File: src/rtl/regfile_write_arbiter_pkg.sv
// ============================================================================
// Package : regfile_pkg
// Shared constants, requester IDs and helpers for the register-file write
// arbiter slice.
// Revision: 1.0 - initial release
// ============================================================================
`default_nettype none

package regfile_pkg;

  localparam int ADDR_W   = 4;
  localparam int DATA_W   = 32;
  localparam int NUM_REGS = 1 << ADDR_W;
  localparam int CNT_W    = 16;

  // R0 is hardwired to zero, so writes to it never reach the register file
  localparam logic [ADDR_W-1:0] REG_ZERO = '0;

  typedef enum logic {
    REQ_CORE = 1'b0,
    REQ_AUX  = 1'b1
  } req_id_t;

  // Saturating increment for the statistics counters
  function automatic logic [CNT_W-1:0] sat_inc(input logic [CNT_W-1:0] v);
    return (v == {CNT_W{1'b1}}) ? v : v + 1'b1;
  endfunction

endpackage

`default_nettype wire

File: src/rtl/regfile_write_arbiter_if.sv
// ============================================================================
// Interface : regfile_write_arbiter_if
// Requester handshakes, issue-mark port, register-file write port and the
// pending-write scoreboard of the write arbiter.
// Revision: 1.0 - initial release
// ============================================================================
`default_nettype none

interface regfile_write_arbiter_if;
  import regfile_pkg::*;

  logic                req0_valid;
  logic                req0_ready;
  logic [ADDR_W-1:0]   req0_rd;
  logic [DATA_W-1:0]   req0_data;
  logic                req1_valid;
  logic                req1_ready;
  logic [ADDR_W-1:0]   req1_rd;
  logic [DATA_W-1:0]   req1_data;
  logic                mark_valid;
  logic [ADDR_W-1:0]   mark_rd;
  logic [ADDR_W-1:0]   rf_rd;
  logic [DATA_W-1:0]   rf_write_value;
  logic                rf_regwrite;
  logic [NUM_REGS-1:0] pending;

  // Requesters, issue logic and register file side
  modport master (
    output req0_valid, req0_rd, req0_data,
    output req1_valid, req1_rd, req1_data,
    output mark_valid, mark_rd,
    input  req0_ready, req1_ready,
    input  rf_rd, rf_write_value, rf_regwrite, pending
  );

  // Arbiter side
  modport slave (
    input  req0_valid, req0_rd, req0_data,
    input  req1_valid, req1_rd, req1_data,
    input  mark_valid, mark_rd,
    output req0_ready, req1_ready,
    output rf_rd, rf_write_value, rf_regwrite, pending
  );

endinterface

`default_nettype wire

File: src/rtl/regfile_write_arbiter_rr_arbiter2.sv
// ============================================================================
// Module : rr_arbiter2
// Two-way round-robin grant. Ready is combinational from the valids and the
// last granted requester; the last-grant state moves only on a transfer.
// Revision: 1.0 - initial release
// ============================================================================
`default_nettype none

module rr_arbiter2
  import regfile_pkg::*;
(
  input  wire logic clk,
  input  wire logic reset,
  input  wire logic valid0_i,
  input  wire logic valid1_i,
  output logic      ready0_o,
  output logic      ready1_o
);

  req_id_t last_grant_q;
  req_id_t last_grant_d;

  // Grant the lone requester, or on contention the one that did not win last
  always_comb begin
    ready0_o     = valid0_i && (!valid1_i || (last_grant_q == REQ_AUX));
    ready1_o     = valid1_i && (!valid0_i || (last_grant_q == REQ_CORE));
    last_grant_d = last_grant_q;
    if (ready0_o) begin
      last_grant_d = REQ_CORE;
    end else if (ready1_o) begin
      last_grant_d = REQ_AUX;
    end
  end

  // Reset to AUX so the core path wins the first contention
  always_ff @(posedge clk or posedge reset) begin
    if (reset) begin
      last_grant_q <= REQ_AUX;
    end else begin
      last_grant_q <= last_grant_d;
    end
  end

endmodule

`default_nettype wire

File: src/rtl/regfile_write_arbiter.sv
// ============================================================================
// Module : regfile_write_arbiter
// Shares the register-file write port between the core writeback path (req0)
// and the load/debug path (req1) with a registered output stage and a
// pending-write scoreboard for RAW hazard detection in decode.
// Optional macro: REGFILE_ARB_STATS_EN adds saturating grant/R0-drop counters.
// Revision: 1.0 - initial release
// ============================================================================
`default_nettype none

module regfile_write_arbiter
  import regfile_pkg::*;
(
  input  wire logic                 clk,
  input  wire logic                 reset,
  regfile_write_arbiter_if.slave    bus
`ifdef REGFILE_ARB_STATS_EN
  ,
  output logic [CNT_W-1:0]          grant0_cnt,
  output logic [CNT_W-1:0]          grant1_cnt,
  output logic [CNT_W-1:0]          r0_drop_cnt
`endif
);

  logic                w_ready0;
  logic                w_ready1;
  logic                w_xfer;
  logic [ADDR_W-1:0]   w_sel_rd;
  logic [DATA_W-1:0]   w_sel_data;
  logic                w_commit;

  logic [ADDR_W-1:0]   rf_rd_q;
  logic [DATA_W-1:0]   rf_value_q;
  logic                rf_regwrite_q;
  logic [NUM_REGS-1:0] pending_q;
  logic [NUM_REGS-1:0] pending_d;

  rr_arbiter2 u_arb (
    .clk      (clk),
    .reset    (reset),
    .valid0_i (bus.req0_valid),
    .valid1_i (bus.req1_valid),
    .ready0_o (w_ready0),
    .ready1_o (w_ready1)
  );

  assign bus.req0_ready = w_ready0;
  assign bus.req1_ready = w_ready1;

  // Ready already implies valid, so any ready is a transfer this edge
  always_comb begin
    w_xfer     = w_ready0 || w_ready1;
    w_sel_rd   = w_ready0 ? bus.req0_rd   : bus.req1_rd;
    w_sel_data = w_ready0 ? bus.req0_data : bus.req1_data;
    w_commit   = w_xfer && (w_sel_rd != REG_ZERO);
  end

  // Output stage: one-cycle regwrite pulse; R0 writes are swallowed here
  always_ff @(posedge clk or posedge reset) begin
    if (reset) begin
      rf_regwrite_q <= 1'b0;
      rf_rd_q       <= '0;
      rf_value_q    <= '0;
    end else begin
      rf_regwrite_q <= w_commit;
      if (w_commit) begin
        rf_rd_q    <= w_sel_rd;
        rf_value_q <= w_sel_data;
      end
    end
  end

  // Scoreboard next state: commit clears first so a same-cycle mark wins
  always_comb begin
    pending_d = pending_q;
    if (rf_regwrite_q) begin
      pending_d[rf_rd_q] = 1'b0;
    end
    if (bus.mark_valid && (bus.mark_rd != REG_ZERO)) begin
      pending_d[bus.mark_rd] = 1'b1;
    end
    pending_d[0] = 1'b0;
  end

  // Scoreboard state
  always_ff @(posedge clk or posedge reset) begin
    if (reset) begin
      pending_q <= '0;
    end else begin
      pending_q <= pending_d;
    end
  end

  assign bus.rf_rd          = rf_rd_q;
  assign bus.rf_write_value = rf_value_q;
  assign bus.rf_regwrite    = rf_regwrite_q;
  assign bus.pending        = pending_q;

`ifdef REGFILE_ARB_STATS_EN
  logic [CNT_W-1:0] grant0_q;
  logic [CNT_W-1:0] grant1_q;
  logic [CNT_W-1:0] r0_drop_q;

  // Per-requester transfer counts and accepted-but-dropped R0 writes
  always_ff @(posedge clk or posedge reset) begin
    if (reset) begin
      grant0_q  <= '0;
      grant1_q  <= '0;
      r0_drop_q <= '0;
    end else begin
      if (w_ready0) grant0_q <= sat_inc(grant0_q);
      if (w_ready1) grant1_q <= sat_inc(grant1_q);
      if (w_xfer && !w_commit) r0_drop_q <= sat_inc(r0_drop_q);
    end
  end

  assign grant0_cnt  = grant0_q;
  assign grant1_cnt  = grant1_q;
  assign r0_drop_cnt = r0_drop_q;
`endif

endmodule

`default_nettype wire

File: src/flat_wrapper.sv
// flat-port wrapper written by rule: the top's interface ports become plain ports
module regfile_write_arbiter_flat import regfile_pkg::*;
  (clk, reset, bus_req0_valid, bus_req0_rd, bus_req0_data, bus_req1_valid, bus_req1_rd, bus_req1_data, bus_mark_valid, bus_mark_rd, bus_req0_ready, bus_req1_ready, bus_rf_rd, bus_rf_write_value, bus_rf_regwrite, bus_pending);
  regfile_write_arbiter_if bus_i ();
  input  wire logic clk;
  input  wire logic reset;
  input wire logic [$bits(bus_i.req0_valid)-1:0] bus_req0_valid;
  input wire logic [$bits(bus_i.req0_rd)-1:0] bus_req0_rd;
  input wire logic [$bits(bus_i.req0_data)-1:0] bus_req0_data;
  input wire logic [$bits(bus_i.req1_valid)-1:0] bus_req1_valid;
  input wire logic [$bits(bus_i.req1_rd)-1:0] bus_req1_rd;
  input wire logic [$bits(bus_i.req1_data)-1:0] bus_req1_data;
  input wire logic [$bits(bus_i.mark_valid)-1:0] bus_mark_valid;
  input wire logic [$bits(bus_i.mark_rd)-1:0] bus_mark_rd;
  output wire logic [$bits(bus_i.req0_ready)-1:0] bus_req0_ready;
  output wire logic [$bits(bus_i.req1_ready)-1:0] bus_req1_ready;
  output wire logic [$bits(bus_i.rf_rd)-1:0] bus_rf_rd;
  output wire logic [$bits(bus_i.rf_write_value)-1:0] bus_rf_write_value;
  output wire logic [$bits(bus_i.rf_regwrite)-1:0] bus_rf_regwrite;
  output wire logic [$bits(bus_i.pending)-1:0] bus_pending;
  assign bus_i.req0_valid = bus_req0_valid;
  assign bus_i.req0_rd = bus_req0_rd;
  assign bus_i.req0_data = bus_req0_data;
  assign bus_i.req1_valid = bus_req1_valid;
  assign bus_i.req1_rd = bus_req1_rd;
  assign bus_i.req1_data = bus_req1_data;
  assign bus_i.mark_valid = bus_mark_valid;
  assign bus_i.mark_rd = bus_mark_rd;
  assign bus_req0_ready = bus_i.req0_ready;
  assign bus_req1_ready = bus_i.req1_ready;
  assign bus_rf_rd = bus_i.rf_rd;
  assign bus_rf_write_value = bus_i.rf_write_value;
  assign bus_rf_regwrite = bus_i.rf_regwrite;
  assign bus_pending = bus_i.pending;
  regfile_write_arbiter u_core (.clk(clk), .reset(reset), .bus(bus_i));
endmodule
File: config.mk
export PLATFORM = sky130hd
export DESIGN_NAME = regfile_write_arbiter_flat
export DESIGN_NICKNAME = d
export VERILOG_FILES = /design/src/rtl/regfile_write_arbiter_pkg.sv /design/src/rtl/regfile_write_arbiter_if.sv /design/src/rtl/regfile_write_arbiter_rr_arbiter2.sv /design/src/rtl/regfile_write_arbiter.sv /design/src/flat_wrapper.sv
export SDC_FILE = /design/constraint.sdc
export NUM_CORES = 1
export LEC_CHECK = 0
export CORE_UTILIZATION = 31
export DETAILED_ROUTE_END_ITERATION = 12
export MAX_ROUTING_LAYER = met4
export PLACE_DENSITY = 0.65
export SLEW_MARGIN = 30
export SYNTH_ARGS = -nofsm -noshare
export SYNTH_HDL_FRONTEND = slang
export SYNTH_SLANG_ARGS = --single-unit
File: constraint.sdc
create_clock -name clk -period 3.75 [get_ports clk]
set_clock_uncertainty 0.15 [all_clocks]
set_input_delay 0.9375 -clock clk [delete_from_list [all_inputs] [get_ports clk]]
set_output_delay 0.9375 -clock clk [all_outputs]
set_load 0.02 [all_outputs]
### Word-level counts from Yosys, hierarchy flattened

Index checks and enable logic that the tools add are counted.

* input port bits: 81
* flip-flop bits (word level): 53
* logic and storage cells: 37
* output and inout bits: 55

* mux-type cells: 10
* bitwise logic cells: 4
* reduce and logical (&&, ||, !) cells: 14
* $lt $le $gt $ge: 4

Operator list (number)
* $mux W16: 2
* $mux W32: 1
* $and A16 B16 Y16: 1
* $not A16 Y16: 1
* $or A16 B16 Y16: 1
* $lt A4 B5 Y1 const B: 2
* $demux W1 S4: 2
* $ge A4 B1 Y1 const B: 2
* $reduce_bool A4 Y1: 2
* $logic_and A1 B1 Y1: 6
* $mux W1: 4
* $mux W4: 1
* $logic_or A1 B1 Y1: 3
* $logic_not A1 Y1: 2
* $reduce_bool A2 Y1: 1
* $not A1 Y1: 1

### Depth between registers and ports, before layout

* depth in word-level cells: 9
* gate-level depth with buffers: 6

### By module

From an unflattened synthesis, not the netlist that was laid out.

* cell total of the unflattened synthesis: 196
* area total of the unflattened synthesis: 2553.7 um2

By module, submodules not included
* regfile_write_arbiter: times used 1, area each 2496.1 um2, cells an instance 189
* rr_arbiter2: times used 1, area each 57.6 um2, cells an instance 7

### Worst setup path after synthesis

OpenSTA, ideal clock, no wires.

* path type: input port to flip-flop
* from: input port bus_req1_rd[0]
* to: register u_core.rf_rd_q[1], in the netlist u_core.bus.rf_rd[1]
* arrival time: 2.195 ns
* stages: 5
* data required time: 3.475 ns
* slack: 1.280 ns
* buffers on the path: 1
* setup time: 0.125 ns
* cell sequence: or4_1 a21oi_2 a211oi_4 buf_6 mux2_4

* word-level cells in the longest chain between the ends: 3

RTL lines
* start, declared: line flat_wrapper.sv:11 `input wire logic [$bits(bus_i.req1_rd)-1:0] bus_req1_rd;`
* $mux W4: line regfile_write_arbiter.sv:53 `w_sel_rd = w_ready0 ? bus.req0_rd : bus.req1_rd;`
* $reduce_bool A4 Y1: line regfile_write_arbiter.sv:55 `w_commit = w_xfer && (w_sel_rd != REG_ZERO);`
* $logic_and A1 B1 Y1: line regfile_write_arbiter.sv:55
* end signal, assigned: line regfile_write_arbiter.sv:67 `rf_rd_q <= w_sel_rd;`
* end, declared: line regfile_write_arbiter.sv:32 `logic [ADDR_W-1:0] rf_rd_q;`

No other way between the ends.
A chain may end at the register's enable or synchronous reset.

### Worst setup path in the final report

* from: input port bus_req0_valid
* to: output port bus_req1_ready

* word-level cells in the longest chain between the ends: 3

RTL lines
* start, declared: line flat_wrapper.sv:7 `input wire logic [$bits(bus_i.req0_valid)-1:0] bus_req0_valid;`
* $logic_not A1 Y1: line regfile_write_arbiter_rr_arbiter2.sv:26 `ready1_o = valid1_i && (!valid0_i || (last_grant_q == REQ_CORE));`
* $logic_or A1 B1 Y1: line regfile_write_arbiter_rr_arbiter2.sv:26
* $logic_and A1 B1 Y1: line regfile_write_arbiter_rr_arbiter2.sv:26
* end, declared: line flat_wrapper.sv:16 `output wire logic [$bits(bus_i.req1_ready)-1:0] bus_req1_ready;`

No other way between the ends.

==> results.toml <==
[run_status]
outcome = "completed"

[synth]
synth-seq-area-share_pct = 50.52
synthArstFlopShare_pct = 100.0
synth.cell_area_sq_mm = 0.002628
ys_top_cells_by_area = "dfrtp_1, mux2_2, mux2_4"
synth_top_cell_by_area = "dfrtp_1"
synth_enable_flop_cells = 0
synth_top_cell_area_share_pct = 49.52
syn-instance-count = 197
yosys-top-cells-count = "dfrtp_1, mux2_2, o21ai_0"
ys_ff_latch = 53
syn_avg_cell_area_sq_um = 13.34
synth_cell_types = 29
synth_nets = 278
yosysWarnings = 0
ys.flop_type = "dfrtp_1"
post-synth-top-count-cell = "dfrtp_1"

[sta]
hold_slack_ns = 0.3664
tightest_slew_ns = 0.5475
setup_ws_ns = 0.2016
relSlewSlack_pct = 63.16
finalCritPeriodShare_pct = 94.62
fmax_mhz = 281.8
setup_viol = 0
fin_crit_ns = 3.548
grt_setup_unrepaired = "no"
tns_ns = 0
drv_slew = 0
hold_violations = 0

[routing]
highest_layer = "met4"
drcViolationCount = 0
wirelength_met1_um = 2696
met2_wirelength_um = 3114
drt_iter0_drc = 65
wl_per_cell_um = 14.42
first_pass_iters = 4
num_vias = 2067
route.met3.wl_um = 459
routed_wl_um = 6330
routed_via_density = 4.708
ant_nets = 0

[place]
hpwl_um = 4754
portBuffers = 134
pre_cts_slack_ns = 0.2061
place.gp.congestion = 0.8086

[cts]
clkLatencyLatePin_ns = 0.30
cts_setup_buffers = 0
cts_buffers = 5
root_buffer = "clkbuf_8"
htreeDepth = 2
postCtsResizedCells = 0
clock_path_buffers = 2
clk_transition_reported_paths_ns = 0.09
hold_buffers = 0
cts_tree = "built"
clock_sinks = 53

[critical_path]
critPathArrivalTime_ns = 2.46
critical_path.max_fanout = 4
end_kind = "output pin"
cp.required_ns = 2.66
setup.worst_path.start_class = "input pin"
critical_path_class = "input pin to output pin"

[global_route]
antenna_found_initial = 0
grt_pass1_wl_um = 10280
gr-total-overflow = 0
grt_pass1_vias = 2093
grt_usage_pct = 15.56
grt_max_degree = 37

[power_and_ir_drop]
power_uw = 1919
leakagePower_uw = 0.001735
power.density_mw_per_mm2 = 459.3
ir_drop_v = 0.0001805

[die]
chipWidth_um = 94.07
die_h_um = 94.07
ios = 136
start_util_pct = 31.98
placementRows = 33
die_area_sq_mm = 0.008848
core_area_sq_mm = 0.008217

[job]
cap_violations = 0

[cells_and_area]
n_fill_cell = 738
drive_gt1_share_pct = 25.75
syn2layout_area_growth_pct = 59.00
nets = 415
antenna_cells = 0

[worst_hold_path]
hp-class = "flop to flop"
## worst paths after layout
path / start / endpoint / slack [ns] / cells after the start
min in group asynchronous: reset / u_core.bus.rf_write_value[11] / 0.78 / 2
setup / recovery: bus_req0_valid / bus_req1_ready / 0.20 / 4
max in group asynchronous: reset / u_core.bus.rf_write_value[23] / 1.88 / 3
hold / removal: u_core.bus.rf_write_value[11] / u_core.bus.rf_write_value[11] / 0.37 / 1
hold reg to reg: u_core.bus.rf_write_value[11] / u_core.bus.rf_write_value[11] / 0.37 / 1
setup reg to reg: u_core.u_arb.last_grant_q / u_core.bus.rf_write_value[10] / 1.74 / 5
## layer usage
metal | vias up | track usage, %
li1 | 983 | -
met1 | 997 | 19.58
met2 | 82 | 25.06
met3 | 5 | 4.207
met4 | 0 | 3.462
met5 | - | -
## cell type report
class	count	area (sq um)	area share, %
Clock inverter	2	35.03	0.8386
Tap cell	105	131.4	3.145
Clock buffer	5	68.82	1.647
Inverter	5	18.77	0.4492
Multi-Input combinational cell	131	1225	29.32
Sequential cell	53	1328	31.78
Timing Repair Buffer	138	1371	32.82
## flip-flops by register name, summed over array words and instances, names as in the netlist
signal / count
u_core.bus.rf_write_value: 32
u_core.bus.rf_rd: 4
u_core.bus.pending: 15
u_core.u_arb.last_grant_q: 1
u_core.bus.rf_regwrite: 1
## layout by cell type (no fill, tap or decap), drive strengths merged, types with 2 or more instances in the layout
cell type / Yosys / layout
nand3b: 3 / 3
nand2: 7 / 7
dfrtp: 52 / 52
nand2b: 3 / 3
o21ai: 31 / 31
inv: 5 / 5
mux2: 66 / 66
a22oi: 3 / 3
o31ai: 2 / 2
clkdlybuf4s50: 0 / 134
nor2: 2 / 2
buf: 4 / 4
nand3: 4 / 4
clkbuf: 4 / 5
## critical path: stages
cell             delay [ns]
clkdlybuf4s50_1        0.52
nand2_1                0.13
and2_1                 0.23
clkdlybuf4s50_1        0.64
## metrics by stage
stage          std cells  area (sq um)  util (%)
4_1_cts              439          4178     50.85
3_3_place_gp         432          4074     49.58
6_report             439          4178     50.85
3_5_place_dp         432          4074     49.58
2_1_floorplan        197          2628         -
5_1_grt              439          4178     50.85
## power breakdown
part	switching [uW]	internal [uW]
Sequential	75.3	699
Clock	179	194
Combinational	343	429
Total	597	1320
## logic make-up (layout without fill, tap and decap cells)
family                 Yosys count  after routing  share of synthesized area (%)
other                            1              1                         0.1427
AO/OA/AOI/OAI                   39             39                          8.714
multiplexers                    66             66                          32.00
buffers and inverters           13            150                          2.857
flip-flops                      53             53                          50.52
AND/OR/NAND/NOR                 25             25                          5.762
(Power assumes the default switching activity.)
